File: config.mk
export PLATFORM = sky130hd
export DESIGN_NAME = mem_arbiter
export DESIGN_NICKNAME = d
export VERILOG_FILES = /design/src/rtl/mem_arbiter.sv
export SDC_FILE = /design/constraint.sdc
export NUM_CORES = 1
export LEC_CHECK = 0
export BUFFER_PORTS_ARGS = -buffer_cell sky130_fd_sc_hd__buf_4
export CORE_AREA = 2 2 103 105
export CTS_CLUSTER_DIAMETER = 200
export DETAILED_ROUTE_END_ITERATION = 10
export DIE_AREA = 0 0 105 107
export PLACE_DENSITY = 0.56
export SLEW_MARGIN = 20
export SYNTH_ARGS = -nofsm -noshare
export SYNTH_HDL_FRONTEND = slang
export SYNTH_SLANG_ARGS = --single-unit
export TNS_END_PERCENT = 100
File: constraint.sdc
create_clock -name clk -period 1.4 [get_ports clk]
set_input_delay 0.28 -clock clk [delete_from_list [all_inputs] [get_ports clk]]
set_output_delay 0.28 -clock clk [all_outputs]
set_load 0.01 [all_outputs]
File: src/rtl/mem_arbiter.sv
// Two-port (fetch/data) arbiter onto a single-ported synchronous memory.
// Optional round-robin arbitration via `define MEM_ARB_RR_EN; fixed data-first priority otherwise.
module mem_arbiter (
    input  logic        clk,
    input  logic        rst,
    input  logic        if_req_valid,
    input  logic [31:0] if_req_addr,
    output logic        if_req_ready,
    output logic        if_rsp_valid,
    output logic [31:0] if_rsp_data,
    input  logic        d_req_valid,
    input  logic        d_req_we,
    input  logic [31:0] d_req_addr,
    input  logic [31:0] d_req_wdata,
    output logic        d_req_ready,
    output logic        d_rsp_valid,
    output logic [31:0] d_rsp_data,
    output logic [31:0] mem_addr,
    output logic        mem_we,
    output logic [31:0] mem_wdata,
    input  logic [31:0] mem_rdata
);

    typedef struct packed {
        logic owner_d;
        logic we;
    } rsp_tag_t;

    logic     gnt_d, gnt_i;
    logic     vld_pipe [1:0];
    rsp_tag_t tag_q;

`ifdef MEM_ARB_RR_EN
    // Remembers who won the most recent acceptance; reset to data so fetch wins first.
    logic last_d;

    always_comb gnt_d = !rst && d_req_valid && (!if_req_valid || !last_d);

    always_ff @(posedge clk or posedge rst) begin
        if (rst)
            last_d <= 1'b1;
        else if (gnt_d || gnt_i)
            last_d <= gnt_d;
    end
`else
    always_comb gnt_d = !rst && d_req_valid;
`endif

    always_comb gnt_i = !rst && if_req_valid && !gnt_d;

    assign if_req_ready = gnt_i;
    assign d_req_ready  = gnt_d;
    assign mem_addr     = gnt_d ? {2'b00, d_req_addr[31:2]} : {2'b00, if_req_addr[31:2]};
    assign mem_we       = gnt_d && d_req_we;
    assign mem_wdata    = d_req_wdata;

    always_comb vld_pipe[0] = gnt_d || gnt_i;

    // Response stage: memory data lands one cycle after acceptance, so only the tag is kept.
    always_ff @(posedge clk or posedge rst) begin
        if (rst) begin
            vld_pipe[1] <= 1'b0;
            tag_q       <= '0;
        end else begin
            vld_pipe[1] <= vld_pipe[0];
            tag_q       <= '{owner_d: gnt_d, we: gnt_d && d_req_we};
        end
    end

    assign if_rsp_valid = vld_pipe[1] && !tag_q.owner_d;
    assign d_rsp_valid  = vld_pipe[1] &&  tag_q.owner_d;
    assign if_rsp_data  = if_rsp_valid ? mem_rdata : 32'h0;
    assign d_rsp_data   = (d_rsp_valid && !tag_q.we) ? mem_rdata : 32'h0;

endmodule

; ---- Word-level counts from Yosys, hierarchy flattened
; Index checks and enable logic that the tools add are counted.
[word_totals]
inputBits = 133
mem_bits_ro = 0
latchBits = 0
n_memories = 0
wordCells = 18
mem_bits_rw = 0
regBits = 3
out_inout_bits = 133
[classes]
div_mod_pow = 0
n_mux = 3
add_sub_neg = 0
n_mul = 0
n_eq_ne = 0
magnitude_cmp = 0
shifts = 0
reduce_logical = 12
bitwise_logic = 0
[ops]
columns = cell, count
row1 = 32-bit two-way mux, 2
row2 = 30-bit two-way mux, 1
row3 = 1-bit logical AND, 7
row4 = 1-bit logical NOT, 4
row5 = 1-bit logical OR, 1

; ---- Depth between registers and ports, before layout
[depth]
word_depth = 5
depth_mapped = 4
mapped_depth_nobuf = 3

; ---- Worst setup path before layout
; No wires, ideal clock.
[synth_path]
path_kind = register -> output
start = reg tag_q[1] in the netlist's numbering
end = out if_rsp_data[10]
arrival_time_ns = 0.984
setup_slack_ns = 0.136
required_ns = 1.120
path_buffers = 1
path_stages_with_launch = 4
cell_sequence = dfrtp_1 -> and2b_1 -> clkbuf_1 -> and2_1
[synth_between]
elab_chain_cells = 3
[synth_lines]
columns = element, line
row1 = "start, declared", 31  ; rsp_tag_t tag_q;
row2 = "start signal, assigned", 66  ; tag_q <= '{owner_d: gnt_d, we: gnt_d && d_req_we};
row3 = 1-bit logical NOT, 70  ; assign if_rsp_valid = vld_pipe[1] && !tag_q.owner_d;
row4 = 1-bit logical AND, 70
row5 = 32-bit two-way mux, 72  ; assign if_rsp_data = if_rsp_valid ? mem_rdata : 32'h0;
row6 = "end, declared", 10  ; output logic [31:0] if_rsp_data,
; No other way between the ends.

; ---- Worst setup path in the final report
[layout_path]
start = reg tag_q[1] in the netlist's numbering
end = out if_rsp_data[14]
; The elaborated chain is that of the path after synthesis.

==> results.md <==
* Setup TNS at -9927 ps
* Residual DRC at 0
* Grt total ovfl at 0
* Type of origin of the critical path: flop
* Power Dens Cells at 397.9 nW/um^2
* Routed WL per cell at 11.04 um
* Synth cell types at 15
* Iter 0 DRT Violations at 35
* Final wirelength at 4.999 mm
* Worst EP arrival at 1290 ps
* Vias per Instance at 3.656
* Clock Tree Root: clkbuf_8
* Part of the power in combinational logic at 0.711
* Routed vias at between 1.5k and 2k
* Largest net degree at the start of global routing at 34
* Die H at between 100 and 150 um
* Clock Pin Slew Worst Setup and Hold Paths at approximately 30 ps
* Sw Share at 0.2873
* Hold Vio Cnt, Final at 0
* Period utilization at 1.121
* Initial antenna violation count at 0
* Crit-path slowest cell: dfrtp_1
* Mapped Avg Cell Area at ~8.6 um^2
* Layout cell share with drive strength beyond 1 at 0.7760
* Synth Warn # at 0
* Failing checks: setup timing
* Io pins at between 200 and 300
* H-tree lvl count at 1
* CTS sink count at 3
* Status: complete, but fails checks
* Vias in the first global route at 1569
* Min cycle time layout at 1569 ps
* Gr usage total at 0.08014
* Finished Layout Cells at 453
* WS Path Type: flop to primary output
* Final ANT Viol Nets at 0
* Clock Power Share at 0.210
* Design area at 2982 um^2
* Initial core utilization at 0.1292
* Worst path cell trace: and2b_1, buf_12, and2_1, buf_4
* Post-CTS Hold Fix Bufs at 0
* Mapped cell area at 1304 um^2
* FF+latch count, synth at 3
* Cell Area, Placed at 2711 um^2
* CTS buffer count at 3
* CTS tree: yes
* Worst Path Required at 1120 ps
* Int Power at 0.0008454 W
* First-pass GRT wire length at 7.300 mm
* Hold crit path type: primary input to asynchronous set/reset pin
* Leakage at 1.662 nW
* Port Buffer Count at 195
* Sequential share of the synthesized area at 0.05758
* Setup violations, final at 95
* Inserted Diodes at 0
* CP Capture Type: primary output
* Final #Nets at 451
* Post-Synthesis Cells at approximately 150
* Final GP Congestion at between 0.6 and 0.7
* Final core occ at 0.2954
* Drt pass-1 iters at 3
* Clock Path Buffers at 2
* Max-Cap Viols at 0
* Crit path largest cell delay at 360 ps
* Site row count at 37
* DPL Wire Length at roughly 4.0 mm
* Full die area at 11240 um^2
* Unrepaired setup endpoints after global routing: yes
* Peak Freq at between 0.6 and 0.7 GHz
* Core ar. at 10090 um^2
* Die W at 105 um
* Final worst slack at -169.0 ps
* Sequential share of power at 0.079
* Maximum vdd drop at 0.1779 mV
* P_sw at approximately 0.00034 W
* Area grow syn2layout at 128.7%
* Tot Pwr at 0.001186 W
* Critical path origin: tag_q[1]
* Crit-path max FO at 33
* Slew Limit Fails at 0
* Placed instance count at 446
==> synth_stat cells (all sizes together) <==
library cell  number  area (um^2)
nor2               2        7.510
clkbuf             5        18.77
and2              66        412.9
conb               1        3.750
mux2              30        446.7
buf               38        294.0
and2b              1        7.510
nor3b              1        7.510
nand2b             1        13.76
and3b              1        8.760
inv                2        7.510
dfrtp              3        75.07
==> state kept, by name, indices dropped and copies added, names as in the netlist <==
name      count
tag_q         2
vld_pipe      1
==> cells by family (layout without fill, tap and decap cells) <==
| logic type | count (synthesis) | count (layout) | synth area share |
|---|---|---|---|
| buffers and inverters | 45 | 210 | 0.2457 |
| DFF | 3 | 3 | 0.05758 |
| and+or+nand+nor | 72 | 72 | 0.3513 |
| other | 1 | 2 | 0.002876 |
| muxes | 30 | 30 | 0.3426 |
==> layout by cell type (no fill, tap or decap) <==
cell type | Yosys | layout
and2_1 | 66 | 60
and2_4 | 0 | 6
and2b_1 | 1 | 1
and3b_2 | 0 | 1
buf_12 | 0 | 3
buf_16 | 0 | 2
buf_4 | 34 | 161
buf_6 | 3 | 38
clkbuf_1 | 5 | 1
clkbuf_8 | 0 | 3
conb_1 | 1 | 2
dfrtp_1 | 3 | 3
inv_1 | 2 | 1
inv_2 | 0 | 1
mux2_4 | 29 | 30
nand2b_4 | 1 | 1
nor2_1 | 2 | 2
nor3b_1 | 1 | 1
==> power groups by stage <==
stage,sequential [W],clock (W),combinational [W]
final,0.0000935,0.000249,0.000843
after global routing,0.0000939,0.000265,0.000901
after CTS,0.0000936,0.000258,0.000844
after detailed placement,0.0000946,0,0.000761
after global placement,0.0000944,0,0.000755
after floorplan,0.0000941,0,0.000399
==> final timing paths <==
check / end / slack, ps / depth (start not counted)
hold / removal: tag_q[1] / 170 / 4
setup / recovery: if_rsp_data[14] / -170 / 4
max in group asynchronous: tag_q[0] / 1100 / 4
min in group clk: tag_q[0] / 300 / 2
==> layer usage <==
layer / track usage / vias to the layer above / wire length [um]
li1: - / 772 / -
met1: 0.06903 / 714 / 1518
met2: 0.1521 / 168 / 2536
met3: 0.05289 / 2 / 916
met4: 0.02000 / 0 / 27
met5: 0 / - / 0
==> what timing repair did <==
action                     4_1_cts  5_1_grt
gates resized for setup         38       11
setup buffers                    0        1
gates cloned                     2        0
setup endpoints to repair       94       96
==> through the flow <==
step	setup WS (ps)	hold slack [ps]
after floorplan	136.4	33.64
after global placement	-69.17	301.1
after detailed placement	-73.14	305.8
after CTS	-183.2	54.62
after global routing	-220.2	185.1
final	-169.0	170.2
==> cell type report <==
class	count	area, um^2
multi-input combinational	104	932.1
inverter	2	7.507
clock buffer	4	45.04
fill	1063	7111
tap	136	170.2
timing repair buffer	204	1752
sequential	3	75.07
==> critical path: cells and delay by family, from the launching register on <==
family | cells | cell delay [ps]
buf+inv | 2 | 300
flops | 1 | 360
simple gates | 2 | 400
(Power assumes the default switching activity.)
